### src/rtl/mem_port_arbiter_if.sv
// Bundle of the fetch, load/store and memory-side signals around the port arbiter.
// The master modport is the arbiter's view; the slave modport is the requesters' and memory's view.
interface mem_port_arbiter_if #(
    parameter int ADDR_W = 32,
    parameter int DATA_W = 32
);
    logic              if_req;
    logic [ADDR_W-1:0] if_addr;
    logic              if_gnt;
    logic              if_rvalid;
    logic [DATA_W-1:0] if_rdata;

    logic              ls_req;
    logic              ls_we;
    logic [3:0]        ls_be;
    logic [ADDR_W-1:0] ls_addr;
    logic [DATA_W-1:0] ls_wdata;
    logic              ls_gnt;
    logic              ls_rvalid;
    logic [DATA_W-1:0] ls_rdata;

    logic              mem_req;
    logic              mem_we;
    logic [3:0]        mem_be;
    logic [ADDR_W-1:0] mem_addr;
    logic [DATA_W-1:0] mem_wdata;
    logic [DATA_W-1:0] mem_rdata;

    modport master (
        input  if_req, if_addr, ls_req, ls_we, ls_be, ls_addr, ls_wdata, mem_rdata,
        output if_gnt, if_rvalid, if_rdata, ls_gnt, ls_rvalid, ls_rdata,
               mem_req, mem_we, mem_be, mem_addr, mem_wdata
    );

    modport slave (
        output if_req, if_addr, ls_req, ls_we, ls_be, ls_addr, ls_wdata, mem_rdata,
        input  if_gnt, if_rvalid, if_rdata, ls_gnt, ls_rvalid, ls_rdata,
               mem_req, mem_we, mem_be, mem_addr, mem_wdata
    );
endinterface

### src/rtl/mem_port_arbiter.sv
// Round-robin arbiter sharing one single-port memory between instruction fetch and load/store,
// with read-return routing, a quiesce handshake and a saturating stall counter.
module mem_port_arbiter #(
    parameter int ADDR_W      = 32,
    parameter int DATA_W      = 32,
    parameter int MEM_LATENCY = 1
) (
    input  logic                 clk,
    input  logic                 rst,
    mem_port_arbiter_if.master   bus,
    input  logic                 quiesce,
    output logic                 idle,
    output logic [15:0]          stall_cnt
);
    localparam logic OWN_IF = 1'b0;
    localparam logic OWN_LS = 1'b1;

    logic                   last_owner_q, last_owner_d;
    logic [MEM_LATENCY-1:0] pipe_vld_q, pipe_vld_d;
    logic [MEM_LATENCY-1:0] pipe_own_q, pipe_own_d;
    logic [15:0]            stall_cnt_q, stall_cnt_d;

    logic              if_gnt;
    logic              ls_gnt;
    logic              push_vld;
    logic              stalled;
    logic              mem_we;
    logic [3:0]        mem_be;
    logic [ADDR_W-1:0] mem_addr;
    logic [DATA_W-1:0] mem_wdata;

    always_comb begin
        if_gnt = 1'b0;
        ls_gnt = 1'b0;
        if (!quiesce) begin
            if (bus.if_req && bus.ls_req) begin
                if_gnt = (last_owner_q == OWN_LS);
                ls_gnt = (last_owner_q == OWN_IF);
            end else begin
                if_gnt = bus.if_req;
                ls_gnt = bus.ls_req;
            end
        end
    end

    always_comb begin
        mem_we    = 1'b0;
        mem_be    = 4'h0;
        mem_addr  = bus.if_addr;
        mem_wdata = bus.ls_wdata;
        if (if_gnt) begin
            mem_be = 4'hF;
        end else if (ls_gnt) begin
            mem_we   = bus.ls_we;
            mem_be   = bus.ls_be;
            mem_addr = bus.ls_addr;
        end
    end

    // Stores occupy a pipeline slot as an invalid entry so later reads keep their timing.
    always_comb begin
        last_owner_d = last_owner_q;
        if (if_gnt) begin
            last_owner_d = OWN_IF;
        end else if (ls_gnt) begin
            last_owner_d = OWN_LS;
        end

        push_vld      = if_gnt | (ls_gnt & ~bus.ls_we);
        pipe_vld_d    = pipe_vld_q;
        pipe_own_d    = pipe_own_q;
        pipe_vld_d[0] = push_vld;
        pipe_own_d[0] = ls_gnt ? OWN_LS : OWN_IF;
        for (int i = 1; i < MEM_LATENCY; i++) begin
            pipe_vld_d[i] = pipe_vld_q[i-1];
            pipe_own_d[i] = pipe_own_q[i-1];
        end

        stalled     = (bus.if_req & ~if_gnt) | (bus.ls_req & ~ls_gnt);
        stall_cnt_d = stall_cnt_q;
        if (stalled && (stall_cnt_q != 16'hFFFF)) begin
            stall_cnt_d = stall_cnt_q + 16'd1;
        end
    end

    always_ff @(posedge clk or negedge rst) begin
        if (!rst) begin
            last_owner_q <= OWN_LS;
            pipe_vld_q   <= '0;
            pipe_own_q   <= '0;
            stall_cnt_q  <= 16'h0000;
        end else begin
            last_owner_q <= last_owner_d;
            pipe_vld_q   <= pipe_vld_d;
            pipe_own_q   <= pipe_own_d;
            stall_cnt_q  <= stall_cnt_d;
        end
    end

    assign bus.if_gnt    = if_gnt;
    assign bus.ls_gnt    = ls_gnt;
    assign bus.mem_req   = if_gnt | ls_gnt;
    assign bus.mem_we    = mem_we;
    assign bus.mem_be    = mem_be;
    assign bus.mem_addr  = mem_addr;
    assign bus.mem_wdata = mem_wdata;

    assign bus.if_rvalid = pipe_vld_q[MEM_LATENCY-1] & (pipe_own_q[MEM_LATENCY-1] == OWN_IF);
    assign bus.ls_rvalid = pipe_vld_q[MEM_LATENCY-1] & (pipe_own_q[MEM_LATENCY-1] == OWN_LS);
    assign bus.if_rdata  = bus.mem_rdata;
    assign bus.ls_rdata  = bus.mem_rdata;

    assign idle      = ~(if_gnt | ls_gnt) & ~(|pipe_vld_q);
    assign stall_cnt = stall_cnt_q;
endmodule

### src/flat_wrapper.sv
// flat-port wrapper written by rule: the top's interface ports become plain ports
module mem_port_arbiter_flat 
#(
    parameter int ADDR_W      = 32,
    parameter int DATA_W      = 32,
    parameter int MEM_LATENCY = 1
)
  (clk, rst, quiesce, idle, stall_cnt, bus_if_req, bus_if_addr, bus_ls_req, bus_ls_we, bus_ls_be, bus_ls_addr, bus_ls_wdata, bus_mem_rdata, bus_if_gnt, bus_if_rvalid, bus_if_rdata, bus_ls_gnt, bus_ls_rvalid, bus_ls_rdata, bus_mem_req, bus_mem_we, bus_mem_be, bus_mem_addr, bus_mem_wdata);
  mem_port_arbiter_if #(.ADDR_W(ADDR_W), .DATA_W(DATA_W)) bus_i ();
  input  logic clk;
  input  logic rst;
  input  logic quiesce;
  output logic idle;
  output logic [15:0] stall_cnt;
  input wire logic [$bits(bus_i.if_req)-1:0] bus_if_req;
  input wire logic [$bits(bus_i.if_addr)-1:0] bus_if_addr;
  input wire logic [$bits(bus_i.ls_req)-1:0] bus_ls_req;
  input wire logic [$bits(bus_i.ls_we)-1:0] bus_ls_we;
  input wire logic [$bits(bus_i.ls_be)-1:0] bus_ls_be;
  input wire logic [$bits(bus_i.ls_addr)-1:0] bus_ls_addr;
  input wire logic [$bits(bus_i.ls_wdata)-1:0] bus_ls_wdata;
  input wire logic [$bits(bus_i.mem_rdata)-1:0] bus_mem_rdata;
  output wire logic [$bits(bus_i.if_gnt)-1:0] bus_if_gnt;
  output wire logic [$bits(bus_i.if_rvalid)-1:0] bus_if_rvalid;
  output wire logic [$bits(bus_i.if_rdata)-1:0] bus_if_rdata;
  output wire logic [$bits(bus_i.ls_gnt)-1:0] bus_ls_gnt;
  output wire logic [$bits(bus_i.ls_rvalid)-1:0] bus_ls_rvalid;
  output wire logic [$bits(bus_i.ls_rdata)-1:0] bus_ls_rdata;
  output wire logic [$bits(bus_i.mem_req)-1:0] bus_mem_req;
  output wire logic [$bits(bus_i.mem_we)-1:0] bus_mem_we;
  output wire logic [$bits(bus_i.mem_be)-1:0] bus_mem_be;
  output wire logic [$bits(bus_i.mem_addr)-1:0] bus_mem_addr;
  output wire logic [$bits(bus_i.mem_wdata)-1:0] bus_mem_wdata;
  assign bus_i.if_req = bus_if_req;
  assign bus_i.if_addr = bus_if_addr;
  assign bus_i.ls_req = bus_ls_req;
  assign bus_i.ls_we = bus_ls_we;
  assign bus_i.ls_be = bus_ls_be;
  assign bus_i.ls_addr = bus_ls_addr;
  assign bus_i.ls_wdata = bus_ls_wdata;
  assign bus_i.mem_rdata = bus_mem_rdata;
  assign bus_if_gnt = bus_i.if_gnt;
  assign bus_if_rvalid = bus_i.if_rvalid;
  assign bus_if_rdata = bus_i.if_rdata;
  assign bus_ls_gnt = bus_i.ls_gnt;
  assign bus_ls_rvalid = bus_i.ls_rvalid;
  assign bus_ls_rdata = bus_i.ls_rdata;
  assign bus_mem_req = bus_i.mem_req;
  assign bus_mem_we = bus_i.mem_we;
  assign bus_mem_be = bus_i.mem_be;
  assign bus_mem_addr = bus_i.mem_addr;
  assign bus_mem_wdata = bus_i.mem_wdata;
  mem_port_arbiter #(.ADDR_W(ADDR_W), .DATA_W(DATA_W), .MEM_LATENCY(MEM_LATENCY)) u_core (.clk(clk), .rst(rst), .bus(bus_i), .quiesce(quiesce), .idle(idle), .stall_cnt(stall_cnt));
endmodule
### config.mk
export PLATFORM = sky130hd
export DESIGN_NAME = mem_port_arbiter_flat
export DESIGN_NICKNAME = d
export VERILOG_FILES = /design/src/rtl/mem_port_arbiter_if.sv /design/src/rtl/mem_port_arbiter.sv /design/src/flat_wrapper.sv
export SDC_FILE = /design/constraint.sdc
export NUM_CORES = 1
export LEC_CHECK = 0
export BUFFER_PORTS_ARGS = -buffer_cell sky130_fd_sc_hd__buf_2
export CELL_PAD_IN_SITES_DETAIL_PLACEMENT = 1
export CELL_PAD_IN_SITES_GLOBAL_PLACEMENT = 1
export CORE_AREA = 2 2 112 114
export CTS_CLUSTER_DIAMETER = 60
export CTS_CLUSTER_SIZE = 8
export DETAILED_ROUTE_END_ITERATION = 8
export DIE_AREA = 0 0 114 116
export PLACE_DENSITY_LB_ADDON = 0.1
export SKIP_LAST_GASP = 1
export SLEW_MARGIN = 20
export SYNTH_ARGS = -nofsm -noshare
export SYNTH_HDL_FRONTEND = slang
export SYNTH_SLANG_ARGS = --single-unit
### constraint.sdc
create_clock -name clk -period 2.1 [get_ports clk]
set_clock_uncertainty 0.05 [all_clocks]
set_input_delay 0 -clock clk [delete_from_list [all_inputs] [get_ports clk]]
set_output_delay 0 -clock clk [all_outputs]
set_load 0.005 [all_outputs]
==> summary.txt, run 1 <==
part of the cycle the worst path needs: 87.2%
# setup viols final: 0
initial antenna violation count: 0
NumNets Final: 475
Worst R2R Start: u_core.stall_cnt[0]$_DFFE_PN0P_
drt drc: 0
post-synthesis xor/xnor area fraction: 3.73%
max-slew violations: 0
RePlAce Congestion: 0.691
Hold Violations, Final: 0
Yosys Warn Count: 0
placed inst area: 2240 um2
met3 Usage GRT: 1.99%
io pins: 293
main combinational cell family by area after synthesis: buffers and inverters
Cell variety after synth: 34
PwrDens: 545 nW/um2
chip width: 114 um
GRT Util Overall: 10.3%
post-CTS setup buffer count: 0
delay-heaviest family, CP: buffers and inverters
vias: 1932
H-tree Lvls: 1
Detailed Place HPWL: 5.90 mm
peak supply drop: 0.000205 V
layout cell share with drive strength beyond 1: 52.5%
CTS Buf Count: 3
largest cells by area after synthesis: buf_4 35%, dfrtp_1 21%, mux2_2 17%, xor2_1 3.7%, mux2_1 2.1%
total of flip-flops plus latches after synthesis: 19
Synth Area in Compound Gates: 7.76%
Synth area leader: buf_4
mean post-synth cell area: 9.26 um2
slowest stage delay, CP: 390 ps
placeable core area: 11900 um2
chip height: 116 um
worst relative slew slack: 68.0%
worst setup margin: 268 ps
Post-Syn Instances: 228
number of max-cap violations: 0
hold path depth: 3
# rows: 40
crit path cell chain: a211oi_4 > buf_4 > mux2_2 > buf_2
Util after Layout: 25.0%
vias in the first global route: 1886
largest net degree at the start of global routing: 28
cell area after layout: 2980 um2
post-route minimum period: 1830 ps
RSZ-0062 raised after global routing: no
crit end category: output pin
worst-path maximum fanout: 27
first-pass GRT wire length: 10.5 mm
Main synth FF type: dfrtp_1
Post-Synth Simple-Gate Area: 9.42%
setup TNS after final layout: 0 ps
slowest CP cell: mux2_2
die area: 13200 um2
run status: finished clean
PortBufs: 132
Async SR Flop Fraction: 100%
Synth Cell Area: 2110 um2
maximum clock rate: 546 MHz
hold_sp: quiesce
r2r worst-path depth: 4
Crit Path Category: register to output pin
clk sink count: 19
Worst Path Buf+Inv: 2
Vias/cell: 4.01
share of the synthesized area in the top cell type: 35.2%
Arr. time, crit path: 1780 ps
Starting Density: 17.7%
Hold Path Class: input port to register
Layout fillers: 1408
Synth Area in Adders: 1.07%
DP Worst Slack: 236 ps
Max Root-Sink Buffers: 2
register area share after synthesis: 22.6%
Worst Setup SP: u_core.last_owner_q$_DFFE_PN1P_
First DRT Iteration DRCs: 18
GRT Max-Usage Layer: met2
met1 usage in global routing: 12.4%
EDFF count, synth: 0
WP data required: 2050 ps
CP Depth: 4
DRT Wirelength: 7.82 mm
met2 usage: 19.1%
net count after synthesis: 367
wire per inst: 16.2 um
Tot Pwr: 1.62 mW
Worst Max-Slew Pin Slew: 478 ps
area grow syn2layout: 41.1%
clock transition at the registers of the reported paths: 50 ps
CTS root buf: clkbuf_16
TritonRoute pass-1 iters: 4
clock latency on the worst-skew pair: 250 ps
total congestion overflow: 0
ANT nets after route: 0
mux share of post-synthesis cell area: 18.7%
ant diodes: 0
CTS tree: built
static leakage: 1.47 nW
CP Launch Type: register
metrics by stage:
| stage | hold slack, ps | cells |
|---|---|---|
| after global placement | -50.0 | 412 |
| after global routing | 166 | 482 |
| after detailed placement | -50.0 | 412 |
| after floorplan | -346 | 228 |
| final | 139 | 482 |
| after CTS | 141 | 482 |
layer usage:
layer  routed length [um]  part of all wire [%]
met2                 4330                    55
met5                    0                     0
met3                  489                   6.3
met1                 2940                    38
met4                   63                  0.81
cell type report:
| cell class | count | area [um2] | area share, % |
|---|---|---|---|
| Inverter | 6 | 22.5 | 0.756 |
| Clock buffer | 4 | 78.8 | 2.65 |
| Tap cell | 147 | 184 | 6.17 |
| Multi-Input combinational cell | 103 | 858 | 28.8 |
| Sequential cell | 19 | 477 | 16.0 |
| Timing Repair Buffer | 203 | 1360 | 45.6 |
cell usage after synthesis (all sizes together), types with 2 or more instances:
cell type	count
inv	6
buf	100
mux2	35
a31oi	2
and3	4
dfrtp	18
a211oi	5
xor2	9
nor2	5
o21a	3
nand3	6
and4	3
a21o	2
nand4	3
and2	2
nand2	4
a21oi	7
nor3	3
path summary, 6_finish.rpt:
check / slack [ps] / end
worst min register to register: 460 / u_core.stall_cnt[6]$_DFFE_PN0P_
worst min-delay path: 140 / u_core.pipe_own_q$_DFF_PN0_
worst max register to register: 270 / u_core.stall_cnt[1]$_DFFE_PN0P_
worst max-delay path: 270 / bus_mem_addr[18]
max in group asynchronous: 1460 / u_core.last_owner_q$_DFFE_PN1P_
min in group asynchronous: 190 / u_core.stall_cnt[9]$_DFFE_PN0P_
kinds of logic (layout without fill, tap and decap cells):
logic type | count (synthesis) | in the layout
AOI/OAI and AO/OA | 22 | 22
xor gates and xnor gates | 9 | 9
adders and majority gates | 2 | 2
buffers and inverters | 106 | 213
DFF | 19 | 19
muxes | 35 | 35
and+or+nand+nor | 35 | 35
worst reg2reg max path, cell delays in order (launching register included):
cell	delay, ps
dfrtp_1	420
ha_1	270
and4_1	320
a21oi_2	300
mux2_2	360
power breakdown:
part / switching [mW] / internal [mW]
logic: 0.287 / 0.364
registers: 0.116 / 0.455
clock network: 0.144 / 0.259
total: 0.547 / 1.08
timing repair:
action	in CTS	in global routing
hold endpoints to repair	115	0
gates resized for setup	0	0
hold buffers	66	0
endpoints found under the setup margin	0	0
sequential cells by signal, indices dropped and copies added (netlist names):
signal / count
u_core.pipe_vld_q: 1
u_core.pipe_own_q: 1
u_core.stall_cnt: 16
u_core.last_owner_q: 1
cells in the final DEF (no fill, tap or decap), types with 2 or more instances in the layout:
master	synthesis	routed
a21oi_1	6	6
nor3_1	3	3
clkbuf_16	0	3
dlygate4sd3_1	0	66
dfrtp_1	18	18
a21o_1	2	2
and3_1	4	4
mux2_1	4	4
a31oi_1	2	2
nor2_1	5	5
nand2_1	4	4
nand4_1	3	3
inv_1	6	6
mux2_2	31	31
and2_1	2	2
xor2_1	9	9
nand3_1	6	6
a211oi_1	4	4
buf_2	0	132
o21a_1	3	3
and4_1	2	2
buf_4	99	5
Power figures use the tool's default switching activity.
==> run 2: changes to the inputs <==
--- a/config.mk
+++ b/config.mk
@@ -13,7 +13,7 @@
 export CTS_CLUSTER_SIZE = 8
 export DETAILED_ROUTE_END_ITERATION = 8
 export DIE_AREA = 0 0 114 116
-export PLACE_DENSITY_LB_ADDON = 0.1
+export PLACE_DENSITY = 0.74
 export SKIP_LAST_GASP = 1
 export SLEW_MARGIN = 20
 export SYNTH_ARGS = -nofsm -noshare
==> run 2 against run 1 <==
  * Utilization fell by 0.15 points
  * Setup slack got worse by 7.4 ps
  * Non-clock buffer count fell by 2
  * Cell area fell by 0.59%
  * Worst hold slack got worse by 140 ps
  * Register-to-register slack barely moved
  * Fmax fell by 0.40%
  * Global-route usage rose by 0.66 points
  * Highest routed layer unchanged
  * First-iteration DRC count rose by 78%
==> summary.txt, run 2 (synthesis gave the netlist of run 1 again) <==
run status: finished clean
clock transition at the registers of the reported paths: 50 ps (about the same)
Hold Path Class: input port to register
# setup viols final: 0 (unchanged)
initial antenna violation count: 0 (unchanged)
PortBufs: 132 (unchanged)
most frequent cells in the layout: 132 x buf_2, 65 x dlygate4sd3_1, 31 x mux2_2
number of max-cap violations: 0 (unchanged)
Worst Max-Slew Pin Slew: 485 ps (+6.56 ps)
layout cell share with drive strength beyond 1: 52.6% (about the same)
Hold Violations, Final: 0 (unchanged)
clock latency on the worst-skew pair: 250 ps (about the same)
PwrDens: 550 nW/um2 (+0.92%)
WP data required: 2050 ps (about the same)
max reg flops: 16 (unchanged)
Starting Density: 17.7% (unchanged)
CP Launch Type: register
vias in the first global route: 2025 (+7.4%)
ANT nets after route: 0 (unchanged)
multi-input logic area: 858 um2 (unchanged)
maximum clock rate: 544 MHz (-0.40%)
peak supply drop: 0.000246 V (+20%)
slowest CP cell: mux2_2
wire per inst: 17.0 um (+4.7%)
placeable core area: 11900 um2 (unchanged)
part of the cycle the worst path needs: 87.6% (+0.35 points)
most common cell after layout, fill and taps aside: buf_2
die area: 13200 um2 (unchanged)
Non-Filler Instances: 480 (-0.41%)
worst-path maximum fanout: 28 (+3.7%)
CTS root buf: clkbuf_16
H-tree Lvls: 1 (unchanged)
Arr. time, crit path: 1790 ps (about the same)
TritonRoute pass-1 iters: 4 (unchanged)
crit end category: output pin
crit path cell chain: a211oi_4 > buf_4 > mux2_2 > buf_2
largest net degree at the start of global routing: 29 (+3.6%)
worst relative slew slack: 67.6% (-0.44 points)
# placed instances: 411 (-0.24%)
FF/Latch Area: 477 um2 (unchanged)
RePlAce Congestion: 0.781 (+13%)
Detailed Place HPWL: 6.29 mm (+6.6%)
Vias/cell: 4.01 (+0.16%)
Worst Path Buf+Inv: 2 (unchanged)
chip width: 114 um (unchanged)
RSZ-0062 raised after global routing: no
ant diodes: 0 (unchanged)
first-pass GRT wire length: 11.1 mm (+6.1%)
io pins: 293 (unchanged)
slowest stage delay, CP: 390 ps (about the same)
CTS resizes: 0 (unchanged)
Crit Path Category: register to output pin
chip height: 116 um (unchanged)
CTS Buf Count: 3 (unchanged)
# rows: 40 (unchanged)
total congestion overflow: 0 (unchanged)
NumNets Final: 473 (-0.42%)
Layout fillers: 1405 (-0.21%)
post-route minimum period: 1840 ps (+7.37 ps)
setup TNS after final layout: 0 ps (unchanged)
Max Root-Sink Buffers: 2 (unchanged)
max-slew violations: 0 (unchanged)
static leakage: 1.46 nW (-0.65%)
delay-heaviest family, CP: buffers and inverters
area grow syn2layout: 40.2%
CTS tree: built
DRT Wirelength: 8.16 mm (+4.3%)
drt drc: 0 (unchanged)
Util after Layout: 24.9% (-0.15 points)
First DRT Iteration DRCs: 32 (+14)
vias: 1927 (-0.26%)
clk sink count: 19 (unchanged)
GRT Util Overall: 11.0% (+0.66 points)
-- run 2: worst min-delay path: stages --
cell	delay (ps)
buf_2	120
inv_1	50
a21o_1	90
-- run 2: final timing paths --
path / slack (ps) / endpoint / from / depth (start not counted)
setup / recovery: 260 / bus_mem_addr[29] / u_core.last_owner_q$_DFFE_PN1P_ / 4
hold / removal: 3 / u_core.pipe_vld_q$_DFF_PN0_ / bus_ls_we / 3
setup reg to reg: 270 / u_core.stall_cnt[1]$_DFFE_PN0P_ / u_core.stall_cnt[0]$_DFFE_PN0P_ / 4
hold reg to reg: 450 / u_core.stall_cnt[6]$_DFFE_PN0P_ / u_core.stall_cnt[6]$_DFFE_PN0P_ / 1
max in group asynchronous: 1460 / u_core.last_owner_q$_DFFE_PN1P_ / rst / 2
min in group asynchronous: 190 / u_core.stall_cnt[13]$_DFFE_PN0P_ / rst / 2
-- run 2: per-layer routing --
| metal | wire [um] | up-vias | global-route usage (%) | share of wire, % |
|---|---|---|---|---|
| met3 | 573 | 8 | 2.88 | 7.0 |
| met2 | 4860 | 136 | 22.5 | 60 |
| met4 | 101 | 0 | 2.28 | 1.2 |
| met1 | 2620 | 895 | 11.0 | 32 |
| met5 | 0 | - | 0 | 0 |
| li1 | - | 888 | - | - |
-- run 2: where the power goes --
group	switching [mW]	total, mW	internal (mW)
Combinational	0.307	0.671	0.365
Clock	0.134	0.392	0.258
Sequential	0.111	0.566	0.455
Total	0.552	1.63	1.08
-- run 2: final cells by class --
cell class / count / share of cell area (%)
tap: 147 / 6.21
inverter: 6 / 0.760
sequential: 19 / 16.1
multi-input combinational: 103 / 29.0
timing repair buffer: 201 / 45.3
clock buffer: 4 / 2.66
-- run 2: repair_timing --
action / CTS / global route
setup buffers: 0 / 0
hold endpoints to repair: 115 / 0
hold buffers: 65 / 0
-- run 2: stage by stage --
step	hold slack, ps	power (mW)	area [um2]	setup WS (ps)
floorplan	-346	0.946	2110	429
global placement	-76.1	1.11	2230	361
detailed placement	-77.7	1.13	2230	261
CTS	13.9	1.66	2960	205
global route	15.0	1.75	2960	147
finish	2.61	1.63	2960	261
